**src/rtl/bus_rr_matrix.sv**
```systemverilog
// Shared bus: round-robin owner arbitration with hold, address-decoded slave select,
// owner muxing and one-cycle registered read return. Optional macro: BUS_TIMEOUT_EN.
module bus_rr_matrix #(
    parameter int N_MASTER = 4,
    parameter int N_SLAVE  = 4,
    parameter int ADDR_W   = 8,
    parameter int DATA_W   = 32,
    parameter int MAX_HOLD = 16
) (
    input  logic                         clk,
    input  logic                         reset,
    input  logic [N_MASTER-1:0]          m_req,
    input  logic [N_MASTER-1:0]          m_wr,
    input  logic [N_MASTER*ADDR_W-1:0]   m_address,
    input  logic [N_MASTER*DATA_W-1:0]   m_dout,
    input  logic [N_SLAVE*DATA_W-1:0]    s_dout,
    output logic [N_MASTER-1:0]          m_grant,
    output logic [DATA_W-1:0]            m_din,
    output logic [N_SLAVE-1:0]           s_sel,
    output logic [ADDR_W-1:0]            s_address,
    output logic                         s_wr,
    output logic [DATA_W-1:0]            s_din
);
    localparam int SEL_W = $clog2(N_SLAVE);
    localparam int OW    = $clog2(N_MASTER);

    if (N_MASTER < 2 || N_SLAVE < 2 || ADDR_W <= SEL_W || MAX_HOLD < 1) begin : g_bad_param
        $error("bus_rr_matrix: illegal parameter combination");
    end

    logic [OW-1:0]       owner, owner_nxt;
    logic [N_MASTER-1:0] grant_q;
    logic [N_SLAVE-1:0]  sel_q;
    logic [SEL_W-1:0]    idx;
    logic                owner_req;
    logic                force_move;

    assign owner_req = m_req[owner];
    assign m_grant   = grant_q;

`ifdef BUS_TIMEOUT_EN
    localparam int HOLD_W = $clog2(MAX_HOLD + 1);
    logic [HOLD_W-1:0] hold_cnt;
    logic              contend;

    assign contend = |(m_req & ~grant_q);
    // Fire on the last allowed cycle so the owner holds exactly MAX_HOLD cycles under contention.
    assign force_move = contend && (int'(hold_cnt) == MAX_HOLD - 1);

    always_ff @(posedge clk or posedge reset) begin
        if (reset)
            hold_cnt <= '0;
        else if (owner_nxt != owner || !contend)
            hold_cnt <= '0;
        else
            hold_cnt <= hold_cnt + 1'b1;
    end
`else
    assign force_move = 1'b0;
`endif

    // Round-robin scan starting just after the current owner; park if nobody asks.
    always_comb begin
        int cand;
        logic found;
        owner_nxt = owner;
        found     = 1'b0;
        cand      = 0;
        if (!owner_req || force_move) begin
            for (int k = 1; k < N_MASTER; k++) begin
                cand = (int'(owner) + k) % N_MASTER;
                if (!found && m_req[cand]) begin
                    found     = 1'b1;
                    owner_nxt = OW'(cand);
                end
            end
        end
    end

    always_ff @(posedge clk or posedge reset) begin
        if (reset) begin
            owner   <= '0;
            grant_q <= N_MASTER'(1);
            sel_q   <= '0;
        end else begin
            owner   <= owner_nxt;
            grant_q <= N_MASTER'(1) << owner_nxt;
            sel_q   <= s_sel;
        end
    end

    assign s_address = m_address[int'(owner)*ADDR_W +: ADDR_W];
    assign s_din     = m_dout[int'(owner)*DATA_W +: DATA_W];
    assign s_wr      = m_wr[owner] & owner_req;
    assign idx       = s_address[ADDR_W-1 -: SEL_W];

    // Top address bits pick the slave; indices past N_SLAVE decode to nothing.
    always_comb begin
        s_sel = '0;
        if (owner_req && int'(idx) < N_SLAVE)
            s_sel[idx] = 1'b1;
    end

    always_comb begin
        m_din = '0;
        for (int k = 0; k < N_SLAVE; k++) begin
            if (sel_q[k])
                m_din = m_din | s_dout[k*DATA_W +: DATA_W];
        end
    end
endmodule

```
**config.mk**
```make
export PLATFORM = sky130hd
export DESIGN_NAME = bus_rr_matrix
export DESIGN_NICKNAME = d
export VERILOG_FILES = /design/src/rtl/bus_rr_matrix.sv
export SDC_FILE = /design/constraint.sdc
export NUM_CORES = 1
export LEC_CHECK = 0
export ABC_AREA = 1
export CAP_MARGIN = 15
export CORE_AREA = 2 2 147 149
export CTS_BUF_LIST = sky130_fd_sc_hd__clkbuf_2
export CTS_CLUSTER_SIZE = 14
export DETAILED_ROUTE_END_ITERATION = 10
export DIE_AREA = 0 0 149 151
export SYNTH_ARGS = -nofsm -noshare
export SYNTH_HDL_FRONTEND = slang
export SYNTH_SLANG_ARGS = --single-unit
```
**constraint.sdc**
```tcl
create_clock -name clk -period 1.4 [get_ports clk]
set_input_delay 0.28 -clock clk [delete_from_list [all_inputs] [get_ports clk]]
set_output_delay 0.28 -clock clk [all_outputs]
set_load 0.005 [all_outputs]
```
==> results.tsv, run 1 <==
stage	metric	value	unit
outcome	outcome	finished with violations	
outcome	failing checks	setup timing	
die	Rows	53	
route	Routed Wire Length	21.2	mm
route	1st-pass router iterations	4	
route	Routed WL per cell	18.1	µm
cts	H-tree Lvls	1	
logic_synthesis	synth warn	0	
worst_hold_path	Hold Crit Class	in2async	
logic_synthesis	FFs w/ async S/R, synth	100	%
critical_path	WP buf/inv	4	
route	Initial DRC Count	191	
global_route	GR Layer Usage met2	32.0	%
cts	CTS sink count	10	
cts	Worst-path clk slew	0.12	ns
placement	PortBufs	378	
global_route	total grt overflow	0	
placement	routability congestion estimate	0.790	
logic_synthesis	top cells by count, synth	nand2_1 (225), a22oi_1 (64), nand4_1 (35)	
cells_and_area	register area	256	µm²
global_route	met3 Use GR	4.49	%
logic_synthesis	top cells by area, synth	nand2_1 (37%), a22oi_1 (21%), dfrtp_1 (9.9%)	
logic_synthesis	Syn Inst Count	429	
logic_synthesis	Synth Net Count	727	
cells_and_area	layout cells sized above 1	39.7	%
route	DRC viols	0	
die	Initial Utilization	11.0	%
cts	clk buf depth	2	
logic_synthesis	synthesized area	2280	µm²
cts	Root Buffer Master	clkbuf_2	
route	DR vias	4997	
logic_synthesis	most frequent cell after synthesis	nand2_1	
global_route	pin count of the biggest net entering global routing	33	
cells_and_area	area grow syn2layout	252	%
placement	DP HPWL	15.5	mm
logic_synthesis	Yosys top cell by area	nand2_1	
timing	measured slew at the worst slew-check pin	0.421	ns
die	Vert. Die Dim	151	µm
pwr	Pleak	0.00359	µW
cells_and_area	fin area	8030	µm²
timing	Setup violations, final	87	
critical_path	critical path peak fanout	5	
route	via-per-instance ratio	4.28	
route	number of routed nets with antenna violations	0	
die	Ports	379	
critical_path	Critical Path AT	1.80	ns
placement	placed cell areas	6630	µm²
global_route	vias in the first global route	5050	
critical_path	Crit-path slowest cell	dfrtp_2	
timing	Final Slew Violations	0	
cells_and_area	Nets	1191	
cts	TritonCTS clock tree	yes	
logic_synthesis	synthesized area per cell	5.32	µm²
cells_and_area	FILL cells	2198	
critical_path	CP cell instances	buf_6 -> nor2_4 -> buf_12 -> a22o_1 -> a21oi_2 -> nand2_4 -> buf_6 -> nor2_4 -> buf_2	
global_route	met1 Track Usage GR	19.3	%
timing	Achievable Freq	482	MHz
logic_synthesis	Synth Register Bits	10	
pwr	VDD IR-drop max	0.896	mV
critical_path	critical path type	reg2out	
run	Max Cap Viol	0	
timing	final period utilization	148	%
critical_path	cell family with most CP delay	buffers and inverters	
timing	final setup margin	-0.676	ns
global_route	Top Usage Layer GRT	met2	
logic_synthesis	Synth top area share	37.0	%
pwr	cell area power density	1810	nW/µm²
global_route	first-pass GRT wire length	29.4	mm
logic_synthesis	number of flops mapped to enable cells by yosys	0	
logic_synthesis	post-synth cell types	22	
cells_and_area	Multi-input gate area	2510	µm²
cts	Skew-Pair Late Insertion Delay	0.26	ns
die	die area	22500	µm²
timing	hold_ws	0.298	ns
timing	RSZ-0062 raised after global routing	true	
timing	Final min period	2.08	ns
timing	Setup TNS Final	-35.55	ns
global_route	GR Util All Layers	17.2	%
critical_path	startpoint class of the critical path	register	
logic_synthesis	sequential area share after synthesis	11.0	%
logic_synthesis	ys flop type	dfrtp_1	
timing	Final Skew	0.00991	ns
placement	dpl ws	-0.769	ns
die	CORE AREA	20800	µm²
global_route	initial antenna violation count	2	
critical_path	Worst EP required	1.12	ns
critical_path	crit end category	output port	
cts	Hold-fix buffers, CTS	0	
cts	clock buffer count from CTS	3	
critical_path	max incr delay on CP	0.44	ns
die	die span in x	149	µm
timing	Hold Fails Final Rpt	0	
timing	worst rel slew slack	71.9	%
## per-layer routing
| metal | part of all wire (%) | up-vias |
|---|---|---|
| met5 | 0.076 | - |
| met4 | 2.1 | 2 |
| met3 | 9.0 | 20 |
| met2 | 52 | 276 |
| met1 | 37 | 2298 |
| li1 | - | 2401 |
## worst paths after layout
kind	startpoint	endpoint	slack, ns	depth (start not counted)
setup reg to reg	owner[1]	m_grant[3]	-0.50	15
min in group clk	m_address[31]	sel_q[0]	0.84	5
hold reg to reg	owner[0]	owner[0]	0.86	3
setup / recovery	owner[0]	s_sel[1]	-0.68	9
hold / removal	reset	m_grant[2]	0.30	2
max in group asynchronous	reset	m_grant[0]	0.77	2
## layout make-up
| type | count | area share, % |
|---|---|---|
| diodes | 1 | 0.0312 |
| clock buffers | 3 | 0.187 |
| clock inverters | 1 | 0.0467 |
| inverters | 17 | 0.919 |
| multi-input cells | 371 | 31.2 |
| flip-flops and latches | 10 | 3.19 |
| well taps | 275 | 4.28 |
| repair buffers | 490 | 60.1 |
## where the power goes
part	switching (µW)	total, µW	internal, µW
sequential	157	603	446
clock	109	171	62.0
combinational	6470	13800	7300
total	6730	14500	7810
## state kept, by name, indices dropped and copies added, names as in the netlist
signal	flops
m_grant	4
owner	2
sel_q	4
## stage by stage
stage,total power [µW],cells,util (%)
6_report,14500,1168,38.6
5_1_grt,15600,1168,38.6
4_1_cts,14100,1154,37.5
3_5_place_dp,10800,1086,31.8
3_3_place_gp,10700,1086,31.8
2_1_floorplan,4750,429,-
## layout by cell type, fill, tap and decap left out, drive strengths merged
master,n
o21ai,2
buf,184
clkdlybuf4s15,2
dfrtp,9
inv,17
nand4,35
dlygate4sd2,4
dfstp,1
clkbuf,6
nor2,8
diode,1
a221oi,1
a21oi,2
clkinv,1
nand3,21
a22oi,64
clkdlybuf4s50,297
nand2,237
a22o,1
## worst reg2reg max path: cells and delay by family, from the launching register on
family	cells	cell delay [ns]
DFF	1	0.51
buffers and inverters	8	0.74
and+or+nand+nor	7	0.53
## repair_timing
action / 4_1_cts / 5_1_grt
gates resized for setup: 481 / 89
cloned: 12 / 1
setup buffers: 54 / 21
pin swaps: 42 / 51
endpoints found under the setup margin: 91 / 88
## logic make-up (layout without fill, tap and decap cells)
logic type	count (synthesis)	count (layout)	share of synthesized area, %
AND/OR/NAND/NOR	301	301	56.4
AO/OA/AOI/OAI	70	70	22.9
other	0	1	0
flip-flops	10	10	11.0
buffers and inverters	48	511	9.76
(Power assumes the default switching activity.)
==> inputs of run 2 (changes only) <==
- CELL_PAD_IN_SITES_DETAIL_PLACEMENT: default -> 1
- CELL_PAD_IN_SITES_GLOBAL_PLACEMENT: default -> 1
- CORE_AREA: 2 2 147 149 -> 2 2 148 150
- DIE_AREA: 0 0 149 151 -> 0 0 150 152
- PLACE_DENSITY_LB_ADDON: default -> 0.1
- clock period: 1.4 -> 2.4 ns (I/O delays scaled with it)
==> run 2 against run 1 <==
The run still ends with setup timing left; power fell by 52%; routed wire length fell by 3.3%; critical path depth unchanged; sequential power is 40% lower; highest routed layer is now met4.
==> results.tsv, run 2 (synthesized netlist as in run 1, its figures left out) <==
stage	metric	value	unit	change
cells_and_area	layout cells sized above 1	12.6	%	-27 points
critical_path	startpoint class of the critical path	input port		
route	DR vias	4686		-6.2%
cells_and_area	Antenna diodes	0		-1
die	die area	22800	µm²	+1.3%
critical_path	Worst R2R Path Depth	11		-4
route	number of routed nets with antenna violations	0		unchanged
pwr	cell area power density	980	nW/µm²	-46%
critical_path	reg2reg start	owner[1]		
timing	Final min period	2.50	ns	
placement	routability congestion estimate	0.776		-1.7%
timing	final period utilization	104	%	
cts	TritonCTS clock tree	yes		
timing	RSZ-0062 raised after global routing	true		
timing	Final Skew	0.0129	ns	+0.00298 ns
pwr	Overall Power	6970	µW	-52%
route	DRC viols	0		unchanged
cts	clk buf depth	2		unchanged
global_route	pin count of the biggest net entering global routing	33		unchanged
cts	Hold-fix buffers, CTS	0		unchanged
critical_path	crit end category	output port		
route	Initial DRC Count	81		-58%
placement	PortBufs	378		unchanged
run	Max Cap Viol	0		unchanged
die	die span in x	150	µm	+0.67%
die	Ports	379		unchanged
pwr	VDD IR-drop max	0.375	mV	-58%
timing	worst rel slew slack	68.2	%	-3.7 points
timing	Final Slew Violations	0		unchanged
critical_path	critical path peak fanout	3		-2
outcome	outcome	finished with violations		
placement	placed insts	1089		+0.28%
cts	Root Buffer Master	clkbuf_2		
die	Vert. Die Dim	152	µm	+0.66%
global_route	first-pass GRT wire length	29.6	mm	+0.47%
cts	Worst-path clk slew	0.10	ns	-0.02 ns
cts	H-tree Lvls	1		unchanged
timing	measured slew at the worst slew-check pin	0.477	ns	+0.0565 ns
critical_path	Worst EP required	1.92	ns	+0.80 ns
die	Initial Utilization	10.7	%	-0.27 points
critical_path	Critical R2R Capture	sel_q[3]		
outcome	failing checks	setup timing		
timing	Hold Fails Final Rpt	0		unchanged
route	via-per-instance ratio	4.21		-1.5%
die	Rows	54		+1.9%
cells_and_area	fin area	7110	µm²	-11%
cells_and_area	FILL cells	2587		+18%
cts	CTS sink count	10		unchanged
global_route	total grt overflow	0		unchanged
critical_path	Critical Path AT	2.02	ns	+0.22 ns
die	CORE AREA	21400	µm²	+2.5%
placement	placed cell areas	6610	µm²	-0.36%
route	Routed Wire Length	20.5	mm	-3.3%
cts	clock buffer count from CTS	3		unchanged
global_route	vias in the first global route	5023		-0.53%
timing	Achievable Freq	400	MHz	
cts	Skew-Pair Late Insertion Delay	0.25	ns	about the same
global_route	GR Util All Layers	16.6	%	-0.56 points
cells_and_area	Nets	1131		-5.0%
pwr	Pleak	0.00316	µW	-12%
cells_and_area	most frequent cells in the layout	clkdlybuf4s50_1 (338), nand2_1 (218), a22oi_1 (58), nand4_1 (35), dlymetal6s2s_1 (29)		
timing	Setup violations, final	5		-94%
critical_path	critical path type	in2out		
cells_and_area	area grow syn2layout	212	%	
timing	final setup margin	-0.100	ns	+0.576 ns
cells_and_area	commonest non-fill, non-tap cell in the layout	clkdlybuf4s50_1		
route	Routed WL per cell	18.4	µm	+1.6%
critical_path	R2R Setup Slk	0.58	ns	+1.08 ns
placement	DP HPWL	16.8	mm	+8.6%
cells_and_area	post-route insts no fill	1112		-4.8%
route	1st-pass router iterations	4		unchanged
worst_hold_path	Hold Crit Class	in2async		
global_route	initial antenna violation count	0		-2
==> run 2: cell types whose count changed in the layout (fill, tap and decap cells not counted), moves of 7 or more <==
| cell | previous run | this run |
|---|---|---|
| nand2_2 | 49 | 15 |
| buf_4 | 43 | 28 |
| nand2_1 | 153 | 218 |
| clkdlybuf4s50_1 | 297 | 338 |
| a22oi_1 | 13 | 58 |
| buf_6 | 41 | 7 |
| dlymetal6s2s_1 | 0 | 29 |
| buf_2 | 68 | 3 |
| nand2_4 | 35 | 4 |
| buf_8 | 10 | 3 |
| a22oi_2 | 51 | 6 |
==> run 2: worst max-delay path by stage <==
stage	startpoint	to	slack, ns	depth (start not counted)
floorplan	owner[0]	s_address[0]	0.65	6
global placement	m_address[6]	s_sel[2]	-0.24	7
detailed placement	m_address[6]	s_sel[2]	-0.31	7
CTS	owner[1]	s_din[21]	-0.15	6
global route	owner[1]	s_wr	-0.21	9
finish	m_req[2]	s_wr	-0.10	9
==> run 2: timing repair <==
action | 4_1_cts | 5_1_grt
cloned | 3 | 1
buffers inserted | 6 | 10
gates resized for setup | 34 | 76
pin swaps | 8 | 7
endpoints found under the setup margin | 45 | 42
==> run 2: cell type report <==
class                   count  area (µm²)  share of cell area [%]
clock inverters             1        3.75                  0.0528
multi-input cells         371        1930                    27.2
clock buffers               3        15.0                   0.211
inverters                  17        78.8                    1.11
flip-flops and latches     10         254                    3.57
repair buffers            430        4480                    62.9
well taps                 280         350                    4.93
==> run 2: metrics by stage <==
| stage | hold slack (ns) | util (%) | setup slack (ns) | setup TNS (ns) |
|---|---|---|---|---|
| after floorplan | 0.319 | - | 0.647 | 0 |
| after global placement | 0.678 | 30.9 | -0.245 | -1.09 |
| after detailed placement | 0.681 | 30.9 | -0.308 | -1.49 |
| after CTS | 0.493 | 31.9 | -0.151 | -3.76 |
| after global routing | 0.510 | 33.3 | -0.211 | -1.08 |
| final | 0.494 | 33.3 | -0.100 | -0.257 |
==> run 2: critical path, stage by stage <==
cell and delay, ns:
clkdlybuf4s50_1 0.48, inv_1 0.09, nand2_4 0.08, nand3_2 0.08, nand2_2 0.11, buf_4 0.12, nand2_1 0.04, inv_1 0.05
clkdlybuf4s50_1 0.49
==> run 2: routing by layer <==
metal	global-route usage [%]	vias up	routed length, µm
met3	4.65	12	2020
met1	16.5	2160	7090
met5	0	-	0
li1	-	2280	-
met4	2.20	0	198
met2	33.9	234	11200
==> run 2: where the power goes <==
part / internal (µW) / switching [µW]
registers: 257 / 102
clock network: 36.2 / 52.8
logic: 3600 / 2910
total: 3900 / 3070
